**src/rtl/mem_bus_arbiter.sv**
```systemverilog
// mem_bus_arbiter: shares one memory port between the instruction fetch unit
// (read-only) and the load/store unit (read/write). One transaction is in
// flight at a time, ties are broken round-robin, and a watchdog turns a
// memory that never completes into an error response.
module mem_bus_arbiter #(
  parameter int ADDR_W  = 32,
  parameter int DATA_W  = 32,
  parameter int TIMEOUT = 255
) (
  input  logic                clk,
  input  logic                rst,
  input  logic                ifu_req_valid,
  output logic                ifu_req_ready,
  input  logic [ADDR_W-1:0]   ifu_addr,
  output logic                ifu_resp_valid,
  input  logic                lsu_req_valid,
  output logic                lsu_req_ready,
  input  logic [ADDR_W-1:0]   lsu_addr,
  input  logic                lsu_wen,
  input  logic [DATA_W-1:0]   lsu_wdata,
  input  logic [DATA_W/8-1:0] lsu_wmask,
  output logic                lsu_resp_valid,
  output logic [DATA_W-1:0]   resp_rdata,
  output logic                resp_err,
  output logic                mem_req_valid,
  input  logic                mem_req_ready,
  output logic [ADDR_W-1:0]   mem_addr,
  output logic                mem_wen,
  output logic [DATA_W-1:0]   mem_wdata,
  output logic [DATA_W/8-1:0] mem_wmask,
  input  logic                mem_resp_valid,
  input  logic [DATA_W-1:0]   mem_rdata
);

  localparam int CNT_W = (TIMEOUT > 1) ? $clog2(TIMEOUT + 1) : 1;
  // Counter value seen in the last cycle before the watchdog response is due.
  localparam logic [CNT_W-1:0] LAST_CNT = CNT_W'((TIMEOUT > 0) ? TIMEOUT - 1 : 0);

  typedef enum logic [1:0] {
    IDLE = 2'd0,
    REQ  = 2'd1,
    WAIT = 2'd2
  } state_t;

  typedef enum logic {
    OWN_IFU = 1'b0,
    OWN_LSU = 1'b1
  } owner_t;

  state_t           state;
  owner_t           owner;
  owner_t           last_owner;
  logic [CNT_W-1:0] wd_cnt;

  logic grant_ifu;
  logic grant_lsu;
  logic timeout_hit;
  logic done_ok;
  logic done_err;

  // Combinational grant in IDLE; the master that did not go last wins a tie.
  // Gated by reset so no ready is presented while the block is held in reset.
  always_comb begin
    grant_ifu = 1'b0;
    grant_lsu = 1'b0;
    if (rst && state == IDLE) begin
      if (ifu_req_valid && lsu_req_valid) begin
        if (last_owner == OWN_LSU) grant_ifu = 1'b1;
        else                       grant_lsu = 1'b1;
      end else if (ifu_req_valid) begin
        grant_ifu = 1'b1;
      end else if (lsu_req_valid) begin
        grant_lsu = 1'b1;
      end
    end
  end

  assign ifu_req_ready = grant_ifu;
  assign lsu_req_ready = grant_lsu;

  // Completion decode: a memory response in WAIT beats a coinciding timeout.
  always_comb begin
    timeout_hit = (TIMEOUT != 0) && (wd_cnt == LAST_CNT);
    done_ok     = (state == WAIT) && mem_resp_valid;
    done_err    = (state == REQ || state == WAIT) && timeout_hit && !done_ok;
  end

  // Transaction FSM with registered memory-side latches and response pulses.
  always_ff @(posedge clk or negedge rst) begin
    if (!rst) begin
      state          <= IDLE;
      owner          <= OWN_IFU;
      last_owner     <= OWN_LSU;
      wd_cnt         <= '0;
      ifu_resp_valid <= 1'b0;
      lsu_resp_valid <= 1'b0;
      resp_rdata     <= '0;
      resp_err       <= 1'b0;
      mem_req_valid  <= 1'b0;
      mem_addr       <= '0;
      mem_wen        <= 1'b0;
      mem_wdata      <= '0;
      mem_wmask      <= '0;
    end else begin
      ifu_resp_valid <= 1'b0;
      lsu_resp_valid <= 1'b0;
      case (state)
        IDLE: begin
          if (grant_ifu || grant_lsu) begin
            if (grant_lsu) begin
              owner      <= OWN_LSU;
              last_owner <= OWN_LSU;
              mem_addr   <= lsu_addr;
              mem_wen    <= lsu_wen;
              mem_wdata  <= lsu_wdata;
              mem_wmask  <= lsu_wmask;
            end else begin
              owner      <= OWN_IFU;
              last_owner <= OWN_IFU;
              mem_addr   <= ifu_addr;
              mem_wen    <= 1'b0;
              mem_wdata  <= '0;
              mem_wmask  <= '0;
            end
            wd_cnt        <= '0;
            mem_req_valid <= 1'b1;
            state         <= REQ;
          end
        end
        REQ: begin
          wd_cnt <= wd_cnt + 1'b1;
          if (!done_err && mem_req_ready) begin
            mem_req_valid <= 1'b0;
            state         <= WAIT;
          end
        end
        WAIT: begin
          wd_cnt <= wd_cnt + 1'b1;
        end
        default: begin
          state <= IDLE;
        end
      endcase

      if (done_ok || done_err) begin
        resp_rdata    <= done_ok ? mem_rdata : '0;
        resp_err      <= done_err;
        mem_req_valid <= 1'b0;
        state         <= IDLE;
        if (owner == OWN_LSU) lsu_resp_valid <= 1'b1;
        else                  ifu_resp_valid <= 1'b1;
      end
    end
  end

endmodule

```
**config.mk**
```make
export PLATFORM = sky130hd
export DESIGN_NAME = mem_bus_arbiter
export DESIGN_NICKNAME = d
export VERILOG_FILES = /design/src/rtl/mem_bus_arbiter.sv
export SDC_FILE = /design/constraint.sdc
export NUM_CORES = 1
export LEC_CHECK = 0
export CAP_MARGIN = 5
export CORE_ASPECT_RATIO = 1.2
export CORE_MARGIN = 3
export CORE_UTILIZATION = 43
export CTS_CLUSTER_DIAMETER = 80
export CTS_CLUSTER_SIZE = 25
export DETAILED_ROUTE_END_ITERATION = 16
export PLACE_DENSITY_LB_ADDON = 0.08
export SYNTH_ARGS = -nofsm -noshare
export SYNTH_HDL_FRONTEND = slang
export SYNTH_SLANG_ARGS = --single-unit
```
**constraint.sdc**
```tcl
create_clock -name clk -period 4.6 [get_ports clk]
set_clock_uncertainty 0.15 [all_clocks]
set_input_delay 0.46 -clock clk [delete_from_list [all_inputs] [get_ports clk]]
set_output_delay 0.46 -clock clk [all_outputs]
set_load 0.005 [all_outputs]
```
After elaboration in Yosys (flattened, before gate mapping). Cells that the tools add are included. W data, S select, Z words.

Register bits after elaboration: 117. Input port bits: 139. Output and inout port bits: 107. Logic and storage cells: 69.

Add/subtract/negate cells: 1. Equal/unequal tests: 7. Multiplexer cells: 29. Reduce and logical (&&, ||, !) cells: 19.

Operators with widths (count): $mux W32 (3); $mux W1 (18); $pmux W8 S2 (1); $add A8 B1 Y8 const B (1); $eq A8 B8 Y1 const B (1); $mux W8 (1); $logic_and A1 B1 Y1 (6); $mux W2 (3); $ne A3 B1 Y1 const B (2); $pmux W2 S3 (1); $reduce_and A3 Y1 (2); $mux W4 (1); $ne A2 B1 Y1 const B (2); $reduce_and A2 Y1 (2); $logic_or A1 B1 Y1 (3); $reduce_bool A3 Y1 (1); $eq A2 B1 Y1 const B (1); $eq A2 B2 Y1 const B (1); $logic_not A1 Y1 (2); $logic_not A2 Y1 (1); $pmux W1 S2 (1); $reduce_bool A2 Y1 (1); $reduce_or A2 Y1 (1).

Longest topological paths before layout.
Depth after elaboration: 9. Mapped depth: 9.

Worst setup path before layout. Ideal clock, no wire load.

Kind: reg2out. Start point: register state[0]. End point: output lsu_req_ready. Data arrival time: 1.320 ns. Data required time: 3.990 ns. Path slack: 2.670 ns. Cell stages (with the launch flop): 8. Buffers on the path: 3. Cells stage by stage: dfrtp_1 inv_1 ha_1 buf_4 nand3_2 a21oi_2 buf_6 buf_2.

Word-level cells in the longest chain between the ends: 3.

RTL lines: start, declared (RTL line 50) `state_t state;`; start signal, assigned (RTL line 91) `state <= IDLE;`; start signal, assigned (RTL line 127) `state <= REQ;`; start signal, assigned (RTL line 134) `state <= WAIT;`; $logic_not A2 Y1 (RTL line 66) `if (rst && state == IDLE) begin`; $logic_and A1 B1 Y1 (RTL line 66); $mux W1 (RTL line 66); end, declared (RTL line 17) `output logic lsu_req_ready,`.

No other way between the ends.

Worst setup path after layout.
Start point: register state[1]. End point: output ifu_req_ready.

Word-level cells in the longest chain between the ends: 3.

RTL lines: $logic_not A2 Y1 (RTL line 66); $logic_and A1 B1 Y1 (RTL line 66); $mux W1 (RTL line 66); end, declared (RTL line 13) `output logic ifu_req_ready,`.

No other way between the ends.

==> flow_summary_export.csv <==
group,metric,value,unit
status,outcome,"complete, no violations",
placed_design,dp_slack,1.79,ns
finish,fin_nets,772,
synth,synth_top_family_by_area,"compound AO/OA/AOI/OAI gates",
synth,syn_area,0.00489,mm^2
synth,ys_warn_count,0,
synth,yosysSeqAreaShare,0.599,
worst_setup_path,reg2reg_to,"mem_addr[27]",
worst_setup_path,setup.worst_path.end,"ifu_req_ready",
global_routing,grt_remaining_overflow,0,
power_and_ir_drop,switching_share,0.290,
global_routing,grt.met3_usage,0.0853,
power_and_ir_drop,pwr-share-clk,0.269,
synth,synth_edf_count,0,
worst_setup_path,max_stage_delay,0.58,ns
worst_setup_path,start_kind,"flip-flop",
finish,final_common_cell,"clkdlybuf4s50_1",
worst_setup_path,slowest_stage,"clkdlybuf4s50_1",
synth,synth_adder_area_share,0.0179,
finish,final_core_util,0.720,
cts,clk_pin_slew,0.05,ns
sta,rsz0062_at_grt,"no",
die,floorplan.die_area,0.0127,mm^2
die,coreArea,0.0111,mm^2
sta,fmax,0.319,GHz
synth,synth_cells,382,
worst_setup_path,reg2reg_from,"state[1]",
finish,drive_above_1_share,0.0738,
sta,final.setup.tns,0,ns
worst_setup_path,worstSetupPathType,"flip-flop to primary output",
global_routing,grt_antenna_before_repair,1,
placed_design,hpwl,10.4,mm
global_routing,grt_pass1_vias,4190,
finish,multiInputGateArea,0.00173,mm^2
synth,synth-seq-cells,117,
power_and_ir_drop,p_int,3.53,mW
detailed_routing,wire_per_inst,18.4,um
power_and_ir_drop,power.total,4.98,mW
detailed_routing,drt_iter0_drc,179,
sta,tightestPinTransition,0.983,ns
synth,ys_types,41,
detailed_routing,vias,4046,
sta,maxSlewViolCount,0,
sta,fin_crit,3.13,ns
worst_setup_path,cp-end-kind,"primary output",
power_and_ir_drop,power.leakage,3.52,nW
cts,post_cts_buffers,0,
sta,worst_hold_slack,0.292,ns
detailed_routing,antenna_left,0,
synth,synth_nets,528,
worst_setup_path,startpoint,"state[1]",
finish,layout_common_cells,"clkdlybuf4s50_1, dfrtp_1, a22o_1",
die,die_h,123,um
global_routing,grtUsageMet2,0.370,
die,die_x,103,um
synth,muxShareOfSynthArea,0.0749,
synth,syn_area_per_cell,12.8,um^2
synth,synthXorXnorAreaFrac,0.00537,
cts,cts_buffer_depth,2,
worst_setup_path,crit_required,3.99,ns
die,start_util,0.441,
cts,cts_num_sinks,117,
run,drv_cap,0,
cts,cts.htree.levels,4,
die,rows,42,
worst_setup_path,r2r_cells,7,
power_and_ir_drop,seqPwrFrac,0.348,
placed_design,routabilityCongestion,0.787,
finish,fin_cells,792,
placed_design,io_buffers,245,
finish,area_growth,63.2,%
global_routing,grt_max_degree,71,
synth,synth-async-reset-ratio,1.00,
power_and_ir_drop,p_per_area,623,mW/mm^2
power_and_ir_drop,ir_worst_vdd,0.000346,V
die,ios,246,
cts,post_cts_resized,0,
detailed_routing,routed_wirelength,14.6,mm
cts,clkLatencyLatePin,0.40,ns
placed_design,dp.cells,760,
worst_setup_path,cp_cell_sequence,"inv_1 -> ha_1 -> nand3_1 -> a21oi_1 -> clkdlybuf4s50_1",
synth,synth_simple_gate_area_frac,0.0601,
worst_setup_path,cp_max_fo,10,
sta,hold_viol,0,
sta,setup_ws,1.47,ns
synth,synth_ff_type,"dfrtp_1",
synth,netlist.area_leader.share,0.593,
power_and_ir_drop,switching_power,1.45,mW
sta,period_share,0.681,
global_routing,grt_pass1_wl,21.9,mm
synth,synthTopCellsByArea,"dfrtp_1, a22o_1, mux2i_1",
sta,relSlewSlack,0.345,
power_and_ir_drop,pwr-share-comb,0.384,
detailed_routing,drcViolationCount,0,
synth,synth_compound_area_frac,0.194,
finish,num-fill-cells,774,
sta,setup_viol_count_final,0,
detailed_routing,dr.pass1.iters,4,
global_routing,grtUsageMet1,0.270,
finish,final_area,0.00799,mm^2
cts,cts_root_buf,"clkbuf_16",
global_routing,top_usage_layer,"met2",
placed_design,dpl_cell_area,0.00738,mm^2
global_routing,grt_use_total,0.227,
cts,cts_buffers,17,
finish,seqCellArea,0.00293,mm^2
detailed_routing,via_per_inst,5.11,
cts,cts_tree,"done",
worst_setup_path,cp.arrival,2.52,ns
synth,yosys.area.top_type,"dfrtp_1",
worst_setup_path,rrSetupSlack,1.76,ns
worst_hold_path,min_path_type,"flip-flop to flip-flop",
[power groups by stage]
stage	clock network, mW	logic, mW	registers [mW]
2_1_floorplan	0	0.777	1.75
3_3_place_gp	0	1.88	1.72
3_5_place_dp	0	1.92	1.73
4_1_cts	1.36	1.93	1.73
5_1_grt	1.40	2.08	1.79
6_report	1.34	1.91	1.73
[timing repair]
action	CTS	global route
hold buffers	1	0
endpoints found under the setup margin	0	0
hold endpoints to repair	9	0
[how the worst min path moves through the flow]
stage / from / endpoint / slack, ns / cells past startpoint
2_1_floorplan: rst / ifu_resp_valid / 0.01 / 0
3_3_place_gp: rst / mem_wdata[20] / 0.17 / 1
3_5_place_dp: rst / mem_wdata[20] / 0.17 / 1
4_1_cts: owner / ifu_resp_valid / 0.30 / 1
5_1_grt: owner / ifu_resp_valid / 0.34 / 1
6_report: owner / ifu_resp_valid / 0.29 / 1
[state kept, by name, indices dropped and copies added, names as in the netlist, 2 cells and up]
register and count:
mem_wdata 32, mem_wmask 4, resp_rdata 32, mem_addr 32, wd_cnt 8, state 2
[critical path, delay by kind of cell (launching register included)]
family	cells	cell delay (ns)
adders and majority gates	1	0.50
and+or+nand+nor	1	0.20
AOI/OAI and AO/OA	1	0.29
buffers and inverters	2	0.72
DFF	1	0.40
[cell type report]
cell class | count | share of cell area
inverters | 7 | 0.00329
flip-flops and latches | 117 | 0.367
diodes | 1 | 0.000313
well taps | 154 | 0.0241
multi-input cells | 231 | 0.217
clock buffers | 21 | 0.0589
clock inverters | 9 | 0.0160
repair buffers | 252 | 0.314
[layer usage]
layer  wire [um]  vias to the layer above
li1            -                     1878
met1        5690                     1962
met5           0                        -
met3        1340                       26
met4         307                        0
met2        7260                      180
[logic make-up (layout without fill, tap and decap cells)]
family	count (synthesis)	after routing
xor+xnor	3	3
simple gates	62	62
compound gates	123	123
mux	36	36
fa+ha+maj	7	7
flops	117	117
other cells	0	1
buf+inv	34	289
[cell usage after synthesis (2+ instances only)]
cell and number:
a21oi_1 2, a22o_1 72, and2_1 3, buf_2 11
buf_6 2, buf_8 6, clkbuf_1 6, dfrtp_1 116
ha_1 7, inv_1 7, mux2i_1 34, nand2_1 38
nand3_1 2, nor2_1 10, o211ai_1 2, o21ai_0 7
o21ai_1 31, xor2_1 3
Power figures use the tool's default switching activity.
